===== src/rtl/fir_mac_sched_if.sv =====
// rtl/fir_mac_sched_if.sv - sample-in / filtered-sample-out handshake bundle for fir_mac_sched
interface fir_mac_sched_if #(
    parameter int NB_DATA  = 8,
    parameter int NB_COEFF = 8,
    parameter int NTAP     = 6,
    parameter int NB_OUT   = 8
) ();
    logic                     i_valid;
    logic                     o_ready;
    logic [NB_DATA-1:0]       i_data;
    logic [NTAP*NB_COEFF-1:0] i_coeff;
    logic                     o_valid;
    logic                     i_ready;
    logic [NB_OUT-1:0]        o_data;
    logic                     o_sat;
    logic                     o_busy;

    modport slave (
        input  i_valid, i_data, i_coeff, i_ready,
        output o_ready, o_valid, o_data, o_sat, o_busy
    );

    modport master (
        output i_valid, i_data, i_coeff, i_ready,
        input  o_ready, o_valid, o_data, o_sat, o_busy
    );
endinterface


===== src/rtl/fir_mac_sched.sv =====
// rtl/fir_mac_sched.sv - serial FIR, one multiplier/accumulator shared across NTAP taps
// FIR_SCHED_ROUND_EN: round half up before truncation instead of plain floor
module fir_mac_sched #(
    parameter int NB_DATA   = 8,
    parameter int NBF_DATA  = 6,
    parameter int NB_COEFF  = 8,
    parameter int NBF_COEFF = 7,
    parameter int NTAP      = 6,
    parameter int NB_OUT    = 8,
    parameter int NBF_OUT   = 6
) (
    input  logic           i_clock,
    input  logic           i_reset_n,
    fir_mac_sched_if.slave bus
);
    localparam int PTR_W   = $clog2(NTAP);
    localparam int NB_PROD = NB_DATA + NB_COEFF;
    localparam int NB_ACC  = NB_PROD + $clog2(NTAP);
    localparam int NBF_ACC = NBF_DATA + NBF_COEFF;
    localparam int SHIFT   = NBF_ACC - NBF_OUT;
    localparam int NB_SUM  = NB_ACC + 1;

    localparam logic [PTR_W-1:0]         LAST_TAP = PTR_W'(NTAP - 1);
    localparam logic signed [NB_SUM-1:0] OUT_MAX  = NB_SUM'((1 << (NB_OUT - 1)) - 1);
    localparam logic signed [NB_SUM-1:0] OUT_MIN  = NB_SUM'(-(1 << (NB_OUT - 1)));
`ifdef FIR_SCHED_ROUND_EN
    localparam logic signed [NB_SUM-1:0] RND_BIAS = NB_SUM'(1 << (SHIFT - 1));
`endif

    typedef enum logic [1:0] {ST_IDLE, ST_MAC, ST_OUT} state_t;

    state_t                   state_q, state_d;
    logic [NB_DATA-1:0]       dline_q [NTAP];
    logic [NB_DATA-1:0]       dline_d [NTAP];
    logic [PTR_W-1:0]         wr_ptr_q, wr_ptr_d;
    logic [PTR_W-1:0]         tap_q, tap_d;
    logic signed [NB_ACC-1:0] acc_q, acc_d;
    logic [NTAP*NB_COEFF-1:0] coeff_q, coeff_d;
    logic [NB_OUT-1:0]        o_data_q, o_data_d;
    logic                     o_valid_q, o_valid_d;
    logic                     o_sat_q, o_sat_d;
    logic                     o_ready_q, o_ready_d;
    logic                     o_busy_q, o_busy_d;

    logic [PTR_W-1:0]          rd_idx;
    logic signed [NB_DATA-1:0] x_sel;
    logic signed [NB_COEFF-1:0] h_sel;
    logic signed [NB_PROD-1:0] prod;
    logic signed [NB_ACC-1:0]  prod_ext;
    logic signed [NB_ACC-1:0]  acc_sum;
    logic signed [NB_SUM-1:0]  rnd_sum;
    logic signed [NB_SUM-1:0]  trunc;
    logic [NB_OUT-1:0]         sat_data;
    logic                      sat_flag;

    // Tap k reads the sample k acceptances back; wr_ptr still points at the newest one.
    always_comb begin
        rd_idx   = (wr_ptr_q >= tap_q) ? (wr_ptr_q - tap_q)
                                       : (wr_ptr_q + PTR_W'(NTAP) - tap_q);
        x_sel    = dline_q[rd_idx];
        h_sel    = coeff_q[tap_q*NB_COEFF +: NB_COEFF];
        prod     = x_sel * h_sel;
        prod_ext = {{(NB_ACC-NB_PROD){prod[NB_PROD-1]}}, prod};
        acc_sum  = acc_q + prod_ext;
`ifdef FIR_SCHED_ROUND_EN
        rnd_sum  = {acc_sum[NB_ACC-1], acc_sum} + RND_BIAS;
`else
        rnd_sum  = {acc_sum[NB_ACC-1], acc_sum};
`endif
        trunc    = rnd_sum >>> SHIFT;
        sat_flag = 1'b1;
        if (trunc > OUT_MAX) begin
            sat_data = OUT_MAX[NB_OUT-1:0];
        end else if (trunc < OUT_MIN) begin
            sat_data = OUT_MIN[NB_OUT-1:0];
        end else begin
            sat_data = trunc[NB_OUT-1:0];
            sat_flag = 1'b0;
        end
    end

    always_comb begin
        state_d   = state_q;
        dline_d   = dline_q;
        wr_ptr_d  = wr_ptr_q;
        tap_d     = tap_q;
        acc_d     = acc_q;
        coeff_d   = coeff_q;
        o_data_d  = o_data_q;
        o_valid_d = o_valid_q;
        o_sat_d   = o_sat_q;
        o_ready_d = o_ready_q;
        o_busy_d  = o_busy_q;
        case (state_q)
            ST_IDLE: begin
                if (bus.i_valid && o_ready_q) begin
                    dline_d[wr_ptr_q] = bus.i_data;
                    coeff_d           = bus.i_coeff;
                    acc_d             = '0;
                    tap_d             = '0;
                    o_ready_d         = 1'b0;
                    o_busy_d          = 1'b1;
                    state_d           = ST_MAC;
                end
            end
            ST_MAC: begin
                if (tap_q == LAST_TAP) begin
                    o_data_d  = sat_data;
                    o_sat_d   = sat_flag;
                    o_valid_d = 1'b1;
                    wr_ptr_d  = (wr_ptr_q == LAST_TAP) ? '0 : wr_ptr_q + 1'b1;
                    state_d   = ST_OUT;
                end else begin
                    acc_d = acc_sum;
                    tap_d = tap_q + 1'b1;
                end
            end
            ST_OUT: begin
                if (bus.i_ready) begin
                    o_valid_d = 1'b0;
                    o_ready_d = 1'b1;
                    o_busy_d  = 1'b0;
                    state_d   = ST_IDLE;
                end
            end
            default: state_d = ST_IDLE;
        endcase
    end

    always_ff @(posedge i_clock or negedge i_reset_n) begin
        if (!i_reset_n) begin
            state_q   <= ST_IDLE;
            for (int i = 0; i < NTAP; i++) dline_q[i] <= '0;
            wr_ptr_q  <= '0;
            tap_q     <= '0;
            acc_q     <= '0;
            coeff_q   <= '0;
            o_data_q  <= '0;
            o_valid_q <= 1'b0;
            o_sat_q   <= 1'b0;
            o_ready_q <= 1'b1;
            o_busy_q  <= 1'b0;
        end else begin
            state_q   <= state_d;
            dline_q   <= dline_d;
            wr_ptr_q  <= wr_ptr_d;
            tap_q     <= tap_d;
            acc_q     <= acc_d;
            coeff_q   <= coeff_d;
            o_data_q  <= o_data_d;
            o_valid_q <= o_valid_d;
            o_sat_q   <= o_sat_d;
            o_ready_q <= o_ready_d;
            o_busy_q  <= o_busy_d;
        end
    end

    assign bus.o_ready = o_ready_q;
    assign bus.o_valid = o_valid_q;
    assign bus.o_data  = o_data_q;
    assign bus.o_sat   = o_sat_q;
    assign bus.o_busy  = o_busy_q;
endmodule


===== src/flat_wrapper.sv =====
// flat-port wrapper written by rule: the top's interface ports become plain ports
module fir_mac_sched_flat 
#(
    parameter int NB_DATA   = 8,
    parameter int NBF_DATA  = 6,
    parameter int NB_COEFF  = 8,
    parameter int NBF_COEFF = 7,
    parameter int NTAP      = 6,
    parameter int NB_OUT    = 8,
    parameter int NBF_OUT   = 6
)
  (i_clock, i_reset_n, bus_i_valid, bus_i_data, bus_i_coeff, bus_i_ready, bus_o_ready, bus_o_valid, bus_o_data, bus_o_sat, bus_o_busy);
  fir_mac_sched_if #(.NB_DATA(NB_DATA), .NB_COEFF(NB_COEFF), .NTAP(NTAP), .NB_OUT(NB_OUT)) bus_i ();
  input  logic i_clock;
  input  logic i_reset_n;
  input wire logic [$bits(bus_i.i_valid)-1:0] bus_i_valid;
  input wire logic [$bits(bus_i.i_data)-1:0] bus_i_data;
  input wire logic [$bits(bus_i.i_coeff)-1:0] bus_i_coeff;
  input wire logic [$bits(bus_i.i_ready)-1:0] bus_i_ready;
  output wire logic [$bits(bus_i.o_ready)-1:0] bus_o_ready;
  output wire logic [$bits(bus_i.o_valid)-1:0] bus_o_valid;
  output wire logic [$bits(bus_i.o_data)-1:0] bus_o_data;
  output wire logic [$bits(bus_i.o_sat)-1:0] bus_o_sat;
  output wire logic [$bits(bus_i.o_busy)-1:0] bus_o_busy;
  assign bus_i.i_valid = bus_i_valid;
  assign bus_i.i_data = bus_i_data;
  assign bus_i.i_coeff = bus_i_coeff;
  assign bus_i.i_ready = bus_i_ready;
  assign bus_o_ready = bus_i.o_ready;
  assign bus_o_valid = bus_i.o_valid;
  assign bus_o_data = bus_i.o_data;
  assign bus_o_sat = bus_i.o_sat;
  assign bus_o_busy = bus_i.o_busy;
  fir_mac_sched #(.NB_DATA(NB_DATA), .NBF_DATA(NBF_DATA), .NB_COEFF(NB_COEFF), .NBF_COEFF(NBF_COEFF), .NTAP(NTAP), .NB_OUT(NB_OUT), .NBF_OUT(NBF_OUT)) u_core (.i_clock(i_clock), .i_reset_n(i_reset_n), .bus(bus_i));
endmodule

===== config.mk =====
export PLATFORM = sky130hd
export DESIGN_NAME = fir_mac_sched_flat
export DESIGN_NICKNAME = d
export VERILOG_FILES = /design/src/rtl/fir_mac_sched_if.sv /design/src/rtl/fir_mac_sched.sv /design/src/flat_wrapper.sv
export SDC_FILE = /design/constraint.sdc
export NUM_CORES = 1
export LEC_CHECK = 0
export CELL_PAD_IN_SITES_DETAIL_PLACEMENT = 1
export CELL_PAD_IN_SITES_GLOBAL_PLACEMENT = 1
export CORE_MARGIN = 3
export CORE_UTILIZATION = 40
export CTS_BUF_LIST = sky130_fd_sc_hd__clkbuf_4
export DETAILED_ROUTE_END_ITERATION = 7
export GPL_TIMING_DRIVEN = 0
export PLACE_DENSITY = 0.73
export SLEW_MARGIN = 20
export SYNTH_ARGS = -nofsm -noshare
export SYNTH_HDL_FRONTEND = slang
export SYNTH_SLANG_ARGS = --single-unit
export TNS_END_PERCENT = 10

===== constraint.sdc =====
create_clock -name i_clock -period 10.9 [get_ports i_clock]
set_input_delay 3.27 -clock i_clock [delete_from_list [all_inputs] [get_ports i_clock]]
set_output_delay 3.27 -clock i_clock [all_outputs]
set_load 0.01 [all_outputs]

Word level (Yosys, flattened, before mapping)
Index checks and enable logic that the tools add are counted.

word-level totals
  bits in registers = 135
  input bits = 60
  logic and storage cells = 82

cells by class
  $add $sub $neg = 6
  multiply operators = 1
  $lt $le $gt $ge = 6
  eq/ne operators = 8
  shift-type cells = 1
  mux-type cells = 30
  bitwise gates (word level) = 2
  reductions and logical operators = 12

operators with widths
  kind                   number
  $bwmux W48             1
  $shiftx A48 B7 Y8      1
  $mux W8                5
  $mux W19               2
  $pmux W19 S2           1
  $bmux W8 S3            1
  $demux W8 S3           1
  $add A19 B16 Y19       1
  $mul A8 B8 Y16         1
  $gt A12 B8 Y1 const B  1
  $lt A12 B8 Y1 const B  1
  $mux W3                4
  $reduce_and A3 Y1      4
  $ge A4 B4 Y1 const B   2
  $not A3 Y4             2
  $mux W1                7
  $add A3 B1 Y3 const B  2
  $eq A3 B3 Y1 const B   2
  $mux W2                3
  $pmux W1 S2            3
  $pmux W2 S3            1
  $pmux W3 S2            1
  $reduce_bool A2 Y1     3
  $sub A3 B3 Y3          2
  10 further kinds       14

Longest topological paths before layout
Gate-level depths: netlist (run 1).

  word-level depth = 12
  mapped depth = 30

Worst setup path before layout (run 1)
OpenSTA, ideal clock, no wires.

  path type = flip-flop to flip-flop
  start = reg u_core.tap_q[1]
  end = reg u_core.o_data_q[0] (netlist: u_core.bus.o_data[0])
  arrival = 7847 ps
  required time = 10784 ps
  slack = 2937 ps
  cell stages (with the launch flop) = 27
  path buffers = 3
  clock period less this slack = 7963 ps
  cell sequence = dfrtp_1 > clkbuf_1 > inv_1 > ha_1 > inv_1 > ha_1 > xnor2_1 > nor4_1 > and4b_1 > buf_4 > mux4_2 > mux2i_1 > buf_2 > nor2_1 > fa_1 > fa_1 > fa_1 > fa_1 > ha_1 > ha_1 > and2_1 > a211o_4 > a2111oi_2 > and3b_1 > a221o_1 > a311o_2 > o311ai_0

between the ends
  word-level cells in the longest chain between the ends = 11

RTL lines
  what                                         RTL line              source
  start: declaration                           fir_mac_sched.sv:36   logic [PTR_W-1:0] tap_q, tap_d;
  start signal: assignment                     fir_mac_sched.sv:147  tap_q <= tap_d;
  $sub A3 B3 Y3, or another cell as far along  fir_mac_sched.sv:59   : (wr_ptr_q + PTR_W'(NTAP) - tap_q);
  $mux W3                                      fir_mac_sched.sv:58   rd_idx = (wr_ptr_q >= tap_q) ? (wr_ptr_q - tap_q)
  $not A3 Y4 (implied by the code)             fir_mac_sched.sv:60   x_sel = dline_q[rd_idx];
  $bmux W8 S3                                  fir_mac_sched.sv:60
  $mux W8 (implied by the code) (2 in series)  fir_mac_sched.sv:60
  $mul A8 B8 Y16                               fir_mac_sched.sv:62   prod = x_sel * h_sel;
  $add A19 B16 Y19                             fir_mac_sched.sv:64   acc_sum = acc_q + prod_ext;
  $lt A12 B8 Y1                                fir_mac_sched.sv:74   end else if (trunc < OUT_MIN) begin
  $mux W8                                      fir_mac_sched.sv:74
  $mux W8                                      fir_mac_sched.sv:72   if (trunc > OUT_MAX) begin
  end signal: assignment                       fir_mac_sched.sv:150  o_data_q <= o_data_d;
  end: declaration                             fir_mac_sched.sv:39   logic [NB_OUT-1:0] o_data_q, o_data_d;

Parallel ways exist; a longest one is shown, timed or not. The select of a mux whose other input is x is not followed.
A chain may end at the register's enable or synchronous reset.

Worst setup path after layout (run 1)
Ends and elaborated chain as after synthesis.

==> impl_metrics.yaml, run 1 <==
clock_tree:
  htree_levels: 4
  numClockSinks: 135
  hold_buffers: 0
  cts_buffer_depth: 2
  path_clk_slew_ns: 0.13
  cts_tree: "yes"
  cts_made_buffers: 17
  cts_resized: 0
  root_buffer: "clkbuf_4"
  clock_latency_ns: 0.55
  post-cts-setup-buffer-count: 0
synth:
  seq_area_frac_synth_pct: 33.8
  syn_nets: 1152
  yosys_register_bits: 135
  synth_compound_area_share_pct: 7.67
  synth_top_family_by_area: "adder cells"
  synth_fa_ha_area_share_pct: 23.4
  synth_flop_cell: "dfrtp_1"
  synthMuxAreaShare_pct: 12.6
  ys_async_sr_fraction_pct: 100
  syn-cell-area_um2: 9980
  yosys.area_share.simple_pct: 14.9
  synthDistinctLibCells: 74
  synth_xor_area_share_pct: 2.34
  avgSynthCellArea_um2: 10.4
  synth_edf_count: 0
  synthCells: 956
  synth-warning-count: 0
setup_path:
  cp.arrival_ns: 9.40
  crit_buf_inv: 9
  worstSetupStartpointType: "register"
  crit_slowest_cell: "fa_1"
  required_ns: 11.32
  cp_max_fo: 10
  crit_family: "adder cells"
  setup.worst_path.class: "register to register"
  endpoint_kind: "register"
  max_stage_delay_ns: 0.58
  crit_top_cell: "inv_1"
sta:
  hold_viol_final: 0
  slew_violations: 0
  worst_pin_slew_ns: 1.10
  finalSetupViolations: 0
  grt_setup_unrepaired: "no"
  fin_skew_ns: 0.0211
  slew_headroom_pct: 26.1
  timing.final.ws_setup_ns: 1.91
  period_minus_slack_ns: 8.99
  fmax_ghz: 0.111
  fin_crit_sh_pct: 82.5
  finalSetupTns_ns: 0
global_routing:
  antenna_found_initial: 1
  grt_max_degree: 73
  first_global_vias: 8155
  groute.usage.overall_pct: 20.0
  grt-ovfl-total: 0
  grt_pass1_wl_um: 41800
place:
  dp_slack_ns: 1.91
  gp_congestion: 0.832
  dpl.hpwl_um: 19800
  port_buffers: 71
floorplanning:
  rows: 57
  ios: 72
  dieArea_um2: 26900
  dieWidth_um: 164
  die_h_um: 164
  start_util_pct: 40.9
  core_area_um2: 24400
run:
  max_cap_viol_count: 0
route:
  wirelength_um: 25100
  firstDrtPassIters: 4
  ant_nets: 0
  drc: 0
  drt_iter0_drc: 254
  viasPerCell: 5.17
  num_vias: 7170
  wl_per_cell_um: 18.1
final_layout:
  synthToLayoutAreaGrowth_pct: 14.8
  fin_nets: 1244
  final_cell_mix: "182 x nand2_1, 134 x dfrtp_1, 96 x inv_1"
  layout-drive-gt1-share_pct: 12.8
  final_common_cell: "nand2_1"
worst_hold_path:
  worstHoldPathType: "register to register"
run_status:
  status: "finished, final reports clean"
-- worst reg2reg max path: cells and delay by family, from the launching register on --
kind | cells | cell delay, ns
buffers and inverters | 9 | 1.62
DFF | 1 | 0.48
and+or+nand+nor | 3 | 0.41
adders and majority gates | 8 | 3.41
xor gates and xnor gates | 2 | 0.67
muxes | 2 | 0.59
AOI/OAI and AO/OA | 6 | 1.68
-- cell families (layout without fill, tap and decap cells) --
kind of cell,Yosys count,in the layout
XOR/XNOR,25,25
multiplexers,91,91
AND/OR/NAND/NOR,331,331
flip-flops,135,135
other,0,1
AO/OA/AOI/OAI,105,105
buffers and inverters,133,238
adder cells (fa/ha/maj),136,136
-- routing by layer --
layer / global-route usage [%] / wire (um)
met2: 35.2 / 12700
met1: 26.0 / 11300
met3: 2.77 / 663
met4: 5.19 / 393
met5: 0 / 0
-- area by class of cell --
class	instances	area (um2)
multi-input cells	688	6110
inverters	100	375
clock inverters	14	161
repair buffers	73	754
fillers	2747	12900
flip-flops and latches	135	3380
plain buffers	33	146
diodes	1	2.50
clock buffers	18	135
well taps	324	405
-- sequential cells by signal, summed over array words and instances (netlist names) --
name and cells:
u_core.acc_q 19, u_core.bus.o_busy 1, u_core.bus.o_data 8, u_core.bus.o_ready 1, u_core.bus.o_sat 1, u_core.bus.o_valid 1, u_core.coeff_q 48, u_core.dline_q 48
u_core.state_q 2, u_core.tap_q 3, u_core.wr_ptr_q 3
-- worst paths after layout --
path	cells past startpoint	from	to	slack [ns]
setup / recovery	30	u_core.tap_q[1]$_DFFE_PN0P_	u_core.bus.o_data[0]$_DFFE_PN0P_	1.91
hold / removal	2	u_core.coeff_q[8]$_DFFE_PN0P_	u_core.coeff_q[8]$_DFFE_PN0P_	0.49
setup reg to reg	30	u_core.tap_q[1]$_DFFE_PN0P_	u_core.bus.o_data[0]$_DFFE_PN0P_	1.91
hold reg to reg	2	u_core.coeff_q[8]$_DFFE_PN0P_	u_core.coeff_q[8]$_DFFE_PN0P_	0.49
max in group asynchronous	2	i_reset_n	u_core.bus.o_ready$_DFFE_PN1P_	7.50
min in group asynchronous	1	i_reset_n	u_core.coeff_q[25]$_DFFE_PN0P_	2.62
-- cells in the mapped netlist (all sizes together), types with 9 or more instances --
library cell    n  area share [%]
nand2         182             6.8
ha             51             6.4
nand2b         17             1.1
clkbuf         25            0.94
nor2           65             2.4
dfrtp         134              34
o21ai          26             1.3
mux4           16             3.8
a21oi          17            0.96
xnor2          16             1.6
nand3          10            0.50
mux2           49             5.5
o311ai          9            0.79
inv            99             3.7
or2            14            0.88
mux2i          26             3.3
fa             85              17
xor2            9            0.79
nor3            9            0.50
-- metrics by stage --
stage	cell area, um2	hold slack, ns	instances	util (%)
finish	11500	0.490	1386	47.0
global route	11500	0.520	1386	47.0
CTS	11500	0.492	1385	47.0
detailed placement	11200	0.463	1353	45.8
global placement	11100	0.453	1351	45.5
floorplan	9980	0.440	956	-
Power of run 1 is left out: the tool's default activity adds up to more than one toggle a clock period on the data nets, which glitch-free logic cannot reach.
==> inputs of run 2 (changes only) <==
--- a/config.mk
+++ b/config.mk
@@ -12,7 +12,7 @@
 export CTS_BUF_LIST = sky130_fd_sc_hd__clkbuf_4
 export DETAILED_ROUTE_END_ITERATION = 7
 export GPL_TIMING_DRIVEN = 0
-export PLACE_DENSITY = 0.73
+export PLACE_DENSITY = 0.76
 export SLEW_MARGIN = 20
 export SYNTH_ARGS = -nofsm -noshare
 export SYNTH_HDL_FRONTEND = slang
==> constraint.sdc (replaced) <==
create_clock -name i_clock -period 7.2 [get_ports i_clock]
set_input_delay 2.16 -clock i_clock [delete_from_list [all_inputs] [get_ports i_clock]]
set_output_delay 2.16 -clock i_clock [all_outputs]
set_load 0.01 [all_outputs]
==> impl_metrics.yaml, run 2 (synthesis results as in run 1) <==
sta:
  timing.hold.ws_ns: 0.489
  worst_pin_slew_ns: 1.14
  finalSetupViolations: 9
  fmax_ghz: 0.131
  hold_viol_final: 0
  period_minus_slack_ns: 7.62
  slew_violations: 0
  grt_setup_unrepaired: "yes"
  fin_crit_sh_pct: 106
  fin_skew_ns: 0.0264
  finalSetupTns_ns: -3.23
  timing.final.ws_setup_ns: -0.418
  slew_headroom_pct: 23.5
setup_path:
  required_ns: 7.71
  max_stage_delay_ns: 0.58
  reg2reg_setup_slack_ns: -0.42
  crit_family: "adder cells"
  cp_max_fo: 8
  timing.rr.end: "u_core.bus.o_data[4]$_DFFE_PN0P_"
  crit_slowest_cell: "fa_1"
  r2r_cells: 25
  endpoint_kind: "register"
  crit_top_cell: "fa_1"
  cp.arrival_ns: 8.13
  crit_buf_inv: 4
  worstSetupStartpointType: "register"
  setup.worst_path.class: "register to register"
  r2r-start: "u_core.wr_ptr_q[0]$_DFFE_PN0P_"
final_layout:
  final_common_cell: "nand2_1"
  synthToLayoutAreaGrowth_pct: 24.0
  layout-drive-gt1-share_pct: 23.5
  final_area_um2: 12400
  top_regs: "u_core.coeff_q (48), u_core.dline_q (48), u_core.acc_q (19)"
  fin_nets: 1282
  final_cell_mix: "180 x nand2_1, 131 x dfrtp_1, 89 x inv_1"
route:
  num_vias: 7605
  routed.top_layer: "met4"
  drt_iter0_drc: 371
  firstDrtPassIters: 4
  drc: 0
  met2_length_um: 15000
  ant_nets: 0
  wl_met3_um: 943
  viasPerCell: 5.34
  wirelength_um: 28700
  wl_met1_um: 12200
  wl_per_cell_um: 20.2
run_status:
  violations: "negative setup slack"
  status: "complete, but fails checks"
floorplanning:
  dieWidth_um: 164
  die_h_um: 164
  ios: 72
  dieArea_um2: 26900
  rows: 57
  core_area_um2: 24400
  start_util_pct: 40.9
clock_tree:
  cts_buffer_depth: 2
  htree_levels: 4
  numClockSinks: 135
  cts_tree: "yes"
  cts_made_buffers: 17
  clock_latency_ns: 0.61
  path_clk_slew_ns: 0.14
  root_buffer: "clkbuf_4"
place:
  placed_area_um2: 11300
  dp_slack_ns: -1.23
  dpl.hpwl_um: 20200
  port_buffers: 71
  gp_congestion: 0.855
global_routing:
  grt_pass1_wl_um: 45700
  antenna_found_initial: 1
  first_global_vias: 8479
  grt_max_degree: 72
  groute.usage.overall_pct: 21.9
  grt-ovfl-total: 0
worst_hold_path:
  holdCritStartpoint: "u_core.coeff_q[20]$_DFFE_PN0P_"
  holdPathEnd: "u_core.coeff_q[20]$_DFFE_PN0P_"
  whs_path_depth: 2
  worstHoldPathType: "register to register"
run:
  max_cap_viol_count: 0
[run 2: changes by cell type in the layout (fill, tap and decap cells not counted), sizes merged]
| cell | delta |
|---|---|
| inv | -1 |
| clkinvlp | +2 |
| buf | +42 |
| clkbuf | -4 |
| bufinv | -1 |
[run 2: worst register-to-register path, delay by kind of cell, from the launching register on]
kind                     cells  cell delay (ns)
AO/OA/AOI/OAI                7             2.13
XOR/XNOR                     1             0.18
adder cells (fa/ha/maj)      7             2.91
buffers and inverters        4             0.42
flip-flops                   1             0.39
multiplexers                 2             0.77
AND/OR/NAND/NOR              4             0.71
[run 2: final cells by class]
cell class,instances,area (um2)
Clock inverter,14,158
Multi-Input combinational cell,688,6650
Clock buffer,18,135
Sequential cell,135,3380
Antenna cell,1,2.50
Buffer,28,151
Timing Repair Buffer,116,1100
Tap cell,324,405
Inverter,100,390
Fill cell,2697,12000
[run 2: timing repair]
item / in CTS / in global routing
buffers inserted: 34 / 11
pin swaps: 33 / 31
cloned: 0 / 0
endpoints found under the setup margin: 17 / 15
hold buffers: 0 / 0
resized for setup: 72 / 36
[run 2: how the worst max path moves through the flow]
stage	startpoint	end	slack, ns	cells after the start
final	u_core.wr_ptr_q[0]$_DFFE_PN0P_	u_core.bus.o_data[4]$_DFFE_PN0P_	-0.42	25
after detailed placement	u_core.tap_q[1]$_DFFE_PN0P_	u_core.bus.o_data[3]$_DFFE_PN0P_	-1.23	30
after CTS	u_core.tap_q[1]$_DFFE_PN0P_	u_core.bus.o_data[5]$_DFFE_PN0P_	-0.38	28
after global placement	i_reset_n	u_core.acc_q[2]$_DFFE_PN0P_	-1.66	1
after global routing	u_core.tap_q[1]$_DFFE_PN0P_	u_core.bus.o_data[4]$_DFFE_PN0P_	-0.60	27
after floorplan	u_core.wr_ptr_q[0]$_DFFE_PN0P_	u_core.bus.o_data[0]$_DFFE_PN0P_	-0.04	26
[run 2: metrics by stage]
| step | std cells | util [%] |
|---|---|---|
| detailed placement | 1352 | 46.2 |
| global placement | 1351 | 46.1 |
| floorplan | 956 | - |
| finish | 1424 | 50.8 |
| CTS | 1414 | 49.8 |
| global route | 1424 | 50.8 |
[run 2: routing by layer]
layer | up-vias | GRT usage (%)
li1 | 3435 | -
met1 | 3964 | 28.7
met2 | 158 | 38.5
met3 | 48 | 3.10
met4 | 0 | 5.50
met5 | - | 0
Power of run 2 is left out for the same reason.
==> inputs of run 3 (changes only) <==
--- a/config.mk
+++ b/config.mk
@@ -13,7 +13,7 @@
 export DETAILED_ROUTE_END_ITERATION = 7
 export GPL_TIMING_DRIVEN = 0
 export PLACE_DENSITY = 0.76
-export SLEW_MARGIN = 20
+export SLEW_MARGIN = 5
 export SYNTH_ARGS = -nofsm -noshare
 export SYNTH_HDL_FRONTEND = slang
 export SYNTH_SLANG_ARGS = --single-unit
==> impl_metrics.yaml, run 3 (synthesis results as in run 1) <==
route:
  drc: 0
  firstDrtPassIters: 4
  ant_nets: 0
  viasPerCell: 5.35
  wirelength_um: 28900
  wl_per_cell_um: 20.1
  num_vias: 7698
  drt_iter0_drc: 273
setup_path:
  cp_max_fo: 8
  setup.worst_path.class: "register to register"
  endpoint_kind: "register"
  crit_buf_inv: 13
  r2r_cells: 34
  crit_slowest_cell: "fa_1"
  path_depth: 34
  worstSetupStartpointType: "register"
  crit_family: "adder cells"
  max_stage_delay_ns: 0.51
  required_ns: 7.69
  cp.arrival_ns: 8.08
sta:
  fmax_ghz: 0.132
  slew_headroom_pct: 16.8
  worst_pin_slew_ns: 1.24
  slew_violations: 0
  fin_skew_ns: 0.0287
  finalSetupTns_ns: -2.92
  timing.final.ws_setup_ns: -0.387
  period_minus_slack_ns: 7.59
  fin_crit_sh_pct: 105
  hold_viol_final: 0
  grt_setup_unrepaired: "yes"
  finalSetupViolations: 8
final_layout:
  fin_nets: 1297
  regArea_um2: 3380
  fillers: 2684
  multiInputGateArea_um2: 6600
  top_regs: "u_core.coeff_q (48), u_core.dline_q (48), u_core.acc_q (19)"
  layout-drive-gt1-share_pct: 24.2
  final_cell_mix: "180 x nand2_1, 133 x dfrtp_1, 89 x inv_1"
  final_common_cell: "nand2_1"
  final-instance-count-excl-fill: 1439
  synthToLayoutAreaGrowth_pct: 25.2
floorplanning:
  die_h_um: 164
  ios: 72
  start_util_pct: 40.9
  rows: 57
  dieWidth_um: 164
  core_area_um2: 24400
  dieArea_um2: 26900
clock_tree:
  htree_levels: 4
  root_buffer: "clkbuf_4"
  cts_made_buffers: 17
  path_clk_slew_ns: 0.13
  hold_buffers: 0
  numClockSinks: 135
  clock_latency_ns: 0.60
  cts_buffer_depth: 2
  cts_tree: "yes"
global_routing:
  grt_max_degree: 72
  grt_pass1_wl_um: 45900
  groute.usage.overall_pct: 22.0
  first_global_vias: 8620
  grt-ovfl-total: 0
  antenna_found_initial: 1
worst_hold_path:
  whs_path_depth: 2
  worstHoldPathType: "register to register"
run:
  max_cap_viol_count: 0
place:
  gp_congestion: 0.855
  dpl.hpwl_um: 20300
  dpl.cell_count: 1352
  port_buffers: 71
run_status:
  violations: "negative setup slack"
  status: "complete, but fails checks"
-- run 3: per-stage QoR --
stage / utilization [%] / instance area [um2] / setup WS [ns] / hold slack, ns
finish: 51.2 / 12500 / -0.387 / 0.489
global route: 51.2 / 12500 / -0.632 / 0.524
CTS: 50.3 / 12300 / -0.353 / 0.493
detailed placement: 46.2 / 11300 / -1.22 / 0.461
global placement: 46.1 / 11200 / -1.66 / 0.453
floorplan: - / 10100 / -0.0420 / 0.440
-- run 3: final timing paths --
kind	to	slack, ns	start
max	u_core.bus.o_data[5]$_DFFE_PN0P_	-0.39	u_core.tap_q[1]$_DFFE_PN0P_
min	u_core.coeff_q[20]$_DFFE_PN0P_	0.49	u_core.coeff_q[20]$_DFFE_PN0P_
max reg2reg	u_core.bus.o_data[5]$_DFFE_PN0P_	-0.39	u_core.tap_q[1]$_DFFE_PN0P_
min reg2reg	u_core.coeff_q[20]$_DFFE_PN0P_	0.49	u_core.coeff_q[20]$_DFFE_PN0P_
max in group asynchronous	u_core.bus.o_ready$_DFFE_PN1P_	4.86	i_reset_n
min in group asynchronous	u_core.coeff_q[10]$_DFFE_PN0P_	1.51	i_reset_n
-- run 3: final cells by class --
cell class | count | area share, %
tap | 324 | 3.24
sequential | 135 | 27.1
timing repair buffer | 129 | 9.88
buffer | 30 | 1.49
multi-input combinational | 688 | 52.8
clock inverter | 14 | 1.28
antenna | 1 | 0.0200
clock buffer | 18 | 1.08
inverter | 100 | 3.12
-- run 3: what timing repair did --
item / CTS / global route
setup endpoints to repair: 17 / 15
buffers inserted: 45 / 12
pin swaps: 41 / 34
gates resized for setup: 79 / 30
-- run 3: worst reg2reg max path, delay by kind of cell (launching register included) --
family	cells	cell delay (ns)
fa+ha+maj	8	2.90
buf+inv	13	1.57
xor+xnor	2	0.32
flops	1	0.42
mux	2	0.32
compound gates	6	1.45
simple gates	3	0.52
-- run 3: routing by layer --
metal | vias to the layer above | routed length, um | global-route usage, %
li1 | 3461 | - | -
met1 | 4016 | 12300 | 28.1
met2 | 173 | 14900 | 38.7
met3 | 48 | 902 | 3.20
met4 | 0 | 690 | 6.65
met5 | - | 0 | 0
Power of run 3 is left out for the same reason.
